[src/rtl/wb_slave_regfile.sv]
// wb_slave_regfile: Wishbone B4 classic slave with a bank of NUM_REGS registers.
// Supports byte-lane writes, programmable wait states and per-register
// read-only masking. Out-of-range word indices end with err_o instead of ack_o.
// Register contents are exported in parallel on regs_o.

`ifndef ADDR_WIDTH
`define ADDR_WIDTH 8
`endif

module wb_slave_regfile #(
  parameter int                     ADDR_WIDTH  = `ADDR_WIDTH,
  parameter int                     DATA_WIDTH  = 32,
  parameter int                     NUM_REGS    = 16,
  parameter int                     WAIT_STATES = 0,
  parameter logic [NUM_REGS-1:0]    RO_MASK     = '0,
  parameter logic [DATA_WIDTH-1:0]  RESET_VALUE = '0
) (
  input  logic                           clk_i,
  input  logic                           rst_i,
  input  logic [ADDR_WIDTH-1:0]          adr_i,
  input  logic [DATA_WIDTH-1:0]          dat_i,
  output logic [DATA_WIDTH-1:0]          dat_o,
  input  logic [DATA_WIDTH/8-1:0]        sel_i,
  input  logic                           we_i,
  input  logic                           cyc_i,
  input  logic                           stb_i,
  output logic                           ack_o,
  output logic                           err_o,
  output logic [NUM_REGS*DATA_WIDTH-1:0] regs_o
);

  localparam int BYTES    = DATA_WIDTH / 8;
  localparam int OFF_BITS = (BYTES > 1) ? $clog2(BYTES) : 0;
  localparam int IDX_W    = ADDR_WIDTH - OFF_BITS;

  typedef enum logic [1:0] {
    S_IDLE,
    S_WAIT,
    S_RESP
  } state_t;

  // FSM state and wait counter
  state_t            r_state;
  state_t            w_state_next;
  logic [3:0]        r_cnt;
  logic [3:0]        w_cnt_next;

  // Captured request fields, held constant until the transfer finishes
  logic [IDX_W-1:0]      r_idx;
  logic [DATA_WIDTH-1:0] r_dat;
  logic [BYTES-1:0]      r_sel;
  logic                  r_we;

  // Registered bus response
  logic                  r_ack;
  logic                  r_err;
  logic [DATA_WIDTH-1:0] r_dat_o;

  // Control strobes from the next-state logic
  logic                  w_req;
  logic                  w_capture;
  logic                  w_finish;
  logic                  w_in_range;
  logic [DATA_WIDTH-1:0] w_rd_data;
  logic [DATA_WIDTH-1:0] w_regs [NUM_REGS];

  assign w_req      = cyc_i & stb_i;
  assign w_in_range = ({1'b0, r_idx} < (IDX_W+1)'(NUM_REGS));

  // The byte-offset bits of the address never select anything.
  generate
    if (OFF_BITS > 0) begin : g_off
      logic w_unused_off;
      assign w_unused_off = ^adr_i[OFF_BITS-1:0];
    end
  endgenerate

  // State register and wait counter
  always_ff @(posedge clk_i) begin
    if (rst_i) begin
      r_state <= S_IDLE;
      r_cnt   <= '0;
    end else begin
      r_state <= w_state_next;
      r_cnt   <= w_cnt_next;
    end
  end

  // Next-state logic. WAIT always lasts WAIT_STATES+1 edges, so the response
  // edge is exactly WAIT_STATES+1 edges after the sampling edge, and the
  // extra RESP->IDLE edge keeps consecutive acks at least three cycles apart.
  always_comb begin
    w_state_next = r_state;
    w_cnt_next   = r_cnt;
    w_capture    = 1'b0;
    w_finish     = 1'b0;
    case (r_state)
      S_IDLE: begin
        if (w_req) begin
          w_capture    = 1'b1;
          w_state_next = S_WAIT;
          w_cnt_next   = 4'(WAIT_STATES);
        end
      end
      S_WAIT: begin
        if (!cyc_i) begin
          // Master abandoned the cycle: drop it silently.
          w_state_next = S_IDLE;
          w_cnt_next   = '0;
        end else if (r_cnt == 4'd0) begin
          w_state_next = S_RESP;
          w_finish     = 1'b1;
        end else begin
          w_cnt_next = r_cnt - 4'd1;
        end
      end
      S_RESP: begin
        // Requests still asserted on this edge are deliberately not sampled.
        w_state_next = S_IDLE;
      end
      default: begin
        w_state_next = S_IDLE;
        w_cnt_next   = '0;
      end
    endcase
  end

  // Capture address, data, lane select and direction when a request is accepted
  always_ff @(posedge clk_i) begin
    if (rst_i) begin
      r_idx <= '0;
      r_dat <= '0;
      r_sel <= '0;
      r_we  <= 1'b0;
    end else if (w_capture) begin
      r_idx <= adr_i[ADDR_WIDTH-1:OFF_BITS];
      r_dat <= dat_i;
      r_sel <= sel_i;
      r_we  <= we_i;
    end
  end

  // Read multiplexer over the register bank
  always_comb begin
    w_rd_data = '0;
    for (int i = 0; i < NUM_REGS; i++) begin
      if (r_idx == IDX_W'(i)) begin
        w_rd_data = w_regs[i];
      end
    end
  end

  // Response generation: ack/err for one cycle, read data loaded on the same edge
  always_ff @(posedge clk_i) begin
    if (rst_i) begin
      r_ack   <= 1'b0;
      r_err   <= 1'b0;
      r_dat_o <= '0;
    end else begin
      r_ack <= w_finish & w_in_range;
      r_err <= w_finish & ~w_in_range;
      if (w_finish) begin
        if (!w_in_range) begin
          r_dat_o <= '0;
        end else if (!r_we) begin
          r_dat_o <= w_rd_data;
        end
      end
    end
  end

  // Register bank: one flop group per byte lane so each lane has its own enable.
  genvar gi, gb;
  generate
    for (gi = 0; gi < NUM_REGS; gi++) begin : g_reg
      logic                  w_wr_hit;
      logic [DATA_WIDTH-1:0] w_val;

      // Read-only registers never see a write enable; the bus still gets an ack.
      assign w_wr_hit = w_finish & r_we & (r_idx == IDX_W'(gi)) & ~RO_MASK[gi];

      for (gb = 0; gb < BYTES; gb++) begin : g_lane
        logic [7:0] r_byte;

        // Byte lane update from captured write data when its select bit is set
        always_ff @(posedge clk_i) begin
          if (rst_i) begin
            r_byte <= RESET_VALUE[gb*8 +: 8];
          end else if (w_wr_hit && r_sel[gb]) begin
            r_byte <= r_dat[gb*8 +: 8];
          end
        end

        assign w_val[gb*8 +: 8] = r_byte;
      end

      assign w_regs[gi]                          = w_val;
      assign regs_o[gi*DATA_WIDTH +: DATA_WIDTH] = w_val;
    end
  endgenerate

  assign ack_o = r_ack;
  assign err_o = r_err;
  assign dat_o = r_dat_o;

endmodule

[config.mk]
export PLATFORM = sky130hd
export DESIGN_NAME = wb_slave_regfile
export DESIGN_NICKNAME = d
export VERILOG_FILES = /design/src/rtl/wb_slave_regfile.sv
export SDC_FILE = /design/constraint.sdc
export NUM_CORES = 2
export LEC_CHECK = 0
export ABC_AREA = 0
export CORE_AREA = 2 2 229 231
export CTS_CLUSTER_SIZE = 25
export DETAILED_ROUTE_END_ITERATION = 8
export DIE_AREA = 0 0 231 233
export PLACE_DENSITY = 0.8
export SYNTH_ARGS = -nofsm -noshare
export SYNTH_HDL_FRONTEND = slang
export SYNTH_SLANG_ARGS = --single-unit
[constraint.sdc]
create_clock -name clk_i -period 2.9 [get_ports clk_i]
set_clock_uncertainty 0.1 [all_clocks]
set_input_delay 0.58 -clock clk_i [delete_from_list [all_inputs] [get_ports clk_i]]
set_output_delay 0.58 -clock clk_i [all_outputs]
set_load 0.01 [all_outputs]
==> flow_summary.html <==
<table>
<tr><th>Metric</th><th>Value</th></tr>
<tr><th colspan="2">Worst setup path</th></tr>
<tr><td>Number of cell instances on the worst register-to-register path</td><td>8</td></tr>
<tr><td>Arrival time at the worst endpoint</td><td>3260 ps</td></tr>
<tr><td>Critical path class</td><td>flip-flop to flip-flop</td></tr>
<tr><td>Element type at the critical path end</td><td>flip-flop</td></tr>
<tr><td>Data required time at the worst endpoint</td><td>3310 ps</td></tr>
<tr><td>R2R Setup Slk</td><td>50 ps</td></tr>
<tr><td>Biggest fanout along the worst timing path</td><td>7</td></tr>
<tr><td>Launching element type of the critical path</td><td>flip-flop</td></tr>
<tr><th colspan="2">Global routing</th></tr>
<tr><td>Antenna violations before repair</td><td>3</td></tr>
<tr><td>First-pass GRT wire length</td><td>189 mm</td></tr>
<tr><td>Vias in the first global route</td><td>27531</td></tr>
<tr><td>Pin count of the biggest net entering global routing</td><td>129</td></tr>
<tr><td>Gr usage total</td><td>48.2%</td></tr>
<tr><td>GR Overflow Total</td><td>0</td></tr>
<tr><th colspan="2">Logic synthesis</th></tr>
<tr><td>FFs w/ async S/R, synth</td><td>0%</td></tr>
<tr><td>Mean post-synth cell area</td><td>7.76 um^2</td></tr>
<tr><td>Flip-flop and latch count after synthesis</td><td>595</td></tr>
<tr><td>Largest area contributor in the synthesized netlist</td><td>sky130_fd_sc_hd__dfxtp_1</td></tr>
<tr><td>Post-synthesis instance area</td><td>25900 um^2</td></tr>
<tr><td>Synth top area cells</td><td>sky130_fd_sc_hd__dfxtp_1 (46%), sky130_fd_sc_hd__a21oi_1 (12%), sky130_fd_sc_hd__o21ai_0 (11%)</td></tr>
<tr><td>Sequential area share after synthesis</td><td>46.0%</td></tr>
<tr><td>Flip-flop cell with the highest count after synthesis</td><td>sky130_fd_sc_hd__dfxtp_1</td></tr>
<tr><td>Gate count after technology mapping</td><td>3334</td></tr>
<tr><td>Yosys warns</td><td>0</td></tr>
<tr><td>EDFF count, synth</td><td>0</td></tr>
<tr><td>Synth cell types</td><td>75</td></tr>
<tr><td>Fraction of synthesized cell area taken by the top area cell type</td><td>46.0%</td></tr>
<tr><td>Post-Syn Nets</td><td>3385</td></tr>
<tr><th colspan="2">Clock network</th></tr>
<tr><td>Clock buffer depth</td><td>3</td></tr>
<tr><td>Number of buffers inserted for hold repair after clock tree synthesis</td><td>0</td></tr>
<tr><td>Clk pin slew, worst setup/hold paths</td><td>70 ps</td></tr>
<tr><td>Depth of the CTS H-tree</td><td>2</td></tr>
<tr><td>Clock root buffer master</td><td>sky130_fd_sc_hd__clkbuf_16</td></tr>
<tr><td>Insertion delay to the later sink of the worst-skew pair</td><td>640 ps</td></tr>
<tr><td>CTS tree</td><td>built</td></tr>
<tr><td>Sinks on Clock Net</td><td>595</td></tr>
<tr><td>Number of buffers added by the clock tree synthesis step</td><td>59</td></tr>
<tr><th colspan="2">STA</th></tr>
<tr><td>Pin slew with the least headroom to its limit</td><td>1400 ps</td></tr>
<tr><td>Relative slew slack</td><td>6.45%</td></tr>
<tr><td>Crit path setup slack, layout</td><td>46.6 ps</td></tr>
<tr><td>Share of the cycle needed by the critical path after routing</td><td>98.4%</td></tr>
<tr><td>Final Max Slew Viols</td><td>0</td></tr>
<tr><td>Final setup violation count</td><td>0</td></tr>
<tr><td>Max Freq</td><td>0.350 GHz</td></tr>
<tr><td>Unrepaired setup endpoints after global routing</td><td>false</td></tr>
<tr><td>Hold_ws</td><td>198 ps</td></tr>
<tr><td>Post-layout min period</td><td>2850 ps</td></tr>
<tr><td>Hold violation count in the final report</td><td>0</td></tr>
<tr><th colspan="2">Final layout</th></tr>
<tr><td># diodes</td><td>0</td></tr>
<tr><td>Post-synthesis to final-layout area growth</td><td>37.8%</td></tr>
<tr><td>Ratio of cells with drive above 1 in the final layout</td><td>11.7%</td></tr>
<tr><td>Fin nets</td><td>3955</td></tr>
<tr><td>Top library cells by usage in the layout, fill and taps aside</td><td>sky130_fd_sc_hd__nand2_1 (661), sky130_fd_sc_hd__a21oi_1 (622), sky130_fd_sc_hd__dfxtp_1 (592), sky130_fd_sc_hd__clkdlybuf4s50_1 (591), sky130_fd_sc_hd__o21ai_0 (556)</td></tr>
<tr><td>Count of fill cells added during filler insertion</td><td>4262</td></tr>
<tr><td>Commonest non-fill, non-tap cell in the layout</td><td>sky130_fd_sc_hd__nand2_1</td></tr>
<tr><th colspan="2">Run status</th></tr>
<tr><td>Violated checks</td><td>DRC</td></tr>
<tr><td>Status</td><td>finished, violations left</td></tr>
<tr><th colspan="2">Routing</th></tr>
<tr><td>Via count normalized by instance count</td><td>6.63</td></tr>
<tr><td>Number of nets still failing antenna checks after routing</td><td>0</td></tr>
<tr><td>DRC violations left</td><td>1</td></tr>
<tr><td>Violation count after the first detailed-routing iteration</td><td>5615</td></tr>
<tr><td>Routed wire length</td><td>136 mm</td></tr>
<tr><td>Per-cell routed wire length</td><td>29.4 um</td></tr>
<tr><td>Total number of vias</td><td>30702</td></tr>
<tr><td>DRT Pass-1 Iters</td><td>9</td></tr>
<tr><th colspan="2">Power</th></tr>
<tr><td>Maximum ir drop on the vdd rail</td><td>0.470 mV</td></tr>
<tr><td>Power density over cell area</td><td>493 nW/um^2</td></tr>
<tr><td>Static leakage</td><td>11.6 nW</td></tr>
<tr><th colspan="2">Worst hold path</th></tr>
<tr><td>Cell depth of the worst min-delay path</td><td>2</td></tr>
<tr><td>Path category of the worst min-delay check</td><td>input pin to flip-flop</td></tr>
<tr><th colspan="2">Floorplan</th></tr>
<tr><td>Initial core utilization</td><td>50.6%</td></tr>
<tr><td>Area of the core region</td><td>51100 um^2</td></tr>
<tr><td>Total Die Area</td><td>53800 um^2</td></tr>
<tr><td>Number of top-level pins</td><td>595</td></tr>
<tr><td>Row count</td><td>83</td></tr>
<tr><td>Die extent in x</td><td>231 um</td></tr>
<tr><td>Height of the die</td><td>233 um</td></tr>
<tr><th colspan="2">Job</th></tr>
<tr><td>Max_cap viols</td><td>0</td></tr>
<tr><th colspan="2">Place</th></tr>
<tr><td>Routability Congestion</td><td>1.05</td></tr>
<tr><td>HPWL reported at the end of detailed placement</td><td>98.0 mm</td></tr>
<tr><td>Number of input and output port buffers inserted</td><td>592</td></tr>
<tr><td>Worst slack at placement</td><td>-167 ps</td></tr>
</table>
## metal layers
layer / up-vias / GRT usage (%) / part of all wire [%]
met5: - / 0 / 0.024
li1: 12949 / - / -
met4: 6 / 31.2 / 8.4
met3: 604 / 19.1 / 18
met2: 2903 / 67.4 / 39
met1: 14240 / 61.4 / 35
## state kept, by name (all words and copies together), names as in the netlist
name / flops
r_idx: 6
g.g_lane.r_byte: 512
ack_o: 1
r_sel: 4
r_dat: 32
r_cnt: 4
r_state: 2
err_o: 1
dat_o: 32
r_we: 1
## kinds of logic after synthesis
family / share of synthesized area (%)
AOI/OAI and AO/OA: 31.3
xor gates and xnor gates: 0.102
adders and majority gates: 0.0967
buffers and inverters: 5.46
DFF: 46.0
muxes: 0.295
and+or+nand+nor: 16.7
## final cells by class
| class | count | area, um^2 | share of cell area [%] |
|---|---|---|---|
| Tap cell | 680 | 851 | 2.39 |
| Clock inverter | 22 | 270 | 0.758 |
| Multi-Input combinational cell | 2400 | 12700 | 35.5 |
| Sequential cell | 595 | 11900 | 33.4 |
| Inverter | 6 | 22.5 | 0.0632 |
| Timing Repair Buffer | 842 | 8170 | 22.9 |
| Clock buffer | 87 | 1760 | 4.94 |
## cells in the mapped netlist, types with 6 or more instances
cell and n:
sky130_fd_sc_hd__a31oi_1 6, sky130_fd_sc_hd__o21ai_0 556, sky130_fd_sc_hd__o221ai_1 17, sky130_fd_sc_hd__inv_1 6, sky130_fd_sc_hd__buf_1 8, sky130_fd_sc_hd__nor3_1 14, sky130_fd_sc_hd__nand4_1 15, sky130_fd_sc_hd__nand3_1 30
sky130_fd_sc_hd__nor2b_1 8, sky130_fd_sc_hd__o21ai_1 10, sky130_fd_sc_hd__nand2b_1 10, sky130_fd_sc_hd__a22oi_1 98, sky130_fd_sc_hd__a221oi_1 24, sky130_fd_sc_hd__o22ai_1 32, sky130_fd_sc_hd__o2111ai_1 7, sky130_fd_sc_hd__o22a_1 14
sky130_fd_sc_hd__dfxtp_1 595, sky130_fd_sc_hd__nor2_4 47, sky130_fd_sc_hd__nand2_1 664, sky130_fd_sc_hd__buf_2 47, sky130_fd_sc_hd__nor2_2 12, sky130_fd_sc_hd__buf_4 12, sky130_fd_sc_hd__a222oi_1 13, sky130_fd_sc_hd__and3_1 12
sky130_fd_sc_hd__clkbuf_1 261, sky130_fd_sc_hd__nor2_1 83, sky130_fd_sc_hd__a21oi_1 624, sky130_fd_sc_hd__a2111oi_0 7
## metrics by stage
step,TNS (ps),util [%],instances,area [um^2],total power [mW]
finish,0,69.8,4632,35700,17.6
global placement,-212,65.7,4521,33600,9.49
floorplan,0,-,3334,25900,8.92
CTS,0,69.7,4630,35600,17.4
detailed placement,-223,65.7,4521,33600,9.49
global route,0,69.8,4632,35700,17.8
## path summary, 6_finish.rpt
path / to / start
hold / removal: r_dat[19] / rst_i
hold reg to reg: r_dat[10] / r_dat[10]
setup / recovery: dat_o[13] / r_idx[2]
setup reg to reg: dat_o[13] / r_idx[2]
## critical path, cell delays in order (launching register included)
cell                      delay, ps
sky130_fd_sc_hd__dfxtp_1        490
sky130_fd_sc_hd__buf_4          210
sky130_fd_sc_hd__or2_2          190
sky130_fd_sc_hd__nor2_4          90
sky130_fd_sc_hd__buf_4          170
sky130_fd_sc_hd__a22oi_1        450
sky130_fd_sc_hd__nand4_1        410
sky130_fd_sc_hd__a21oi_2        520
sky130_fd_sc_hd__o41ai_2        100
## report_power, final
group | internal [mW] | total [mW] | switching (mW)
registers | 8.20 | 8.31 | 0.106
logic | 0.329 | 1.09 | 0.758
clock network | 4.72 | 8.18 | 3.46
## what timing repair did
action / CTS / global route
pin swaps: 0 / 2
setup endpoints to repair: 3 / 8
buffers inserted: 0 / 2
resized for setup: 4 / 9
(Power assumes the default switching activity.)
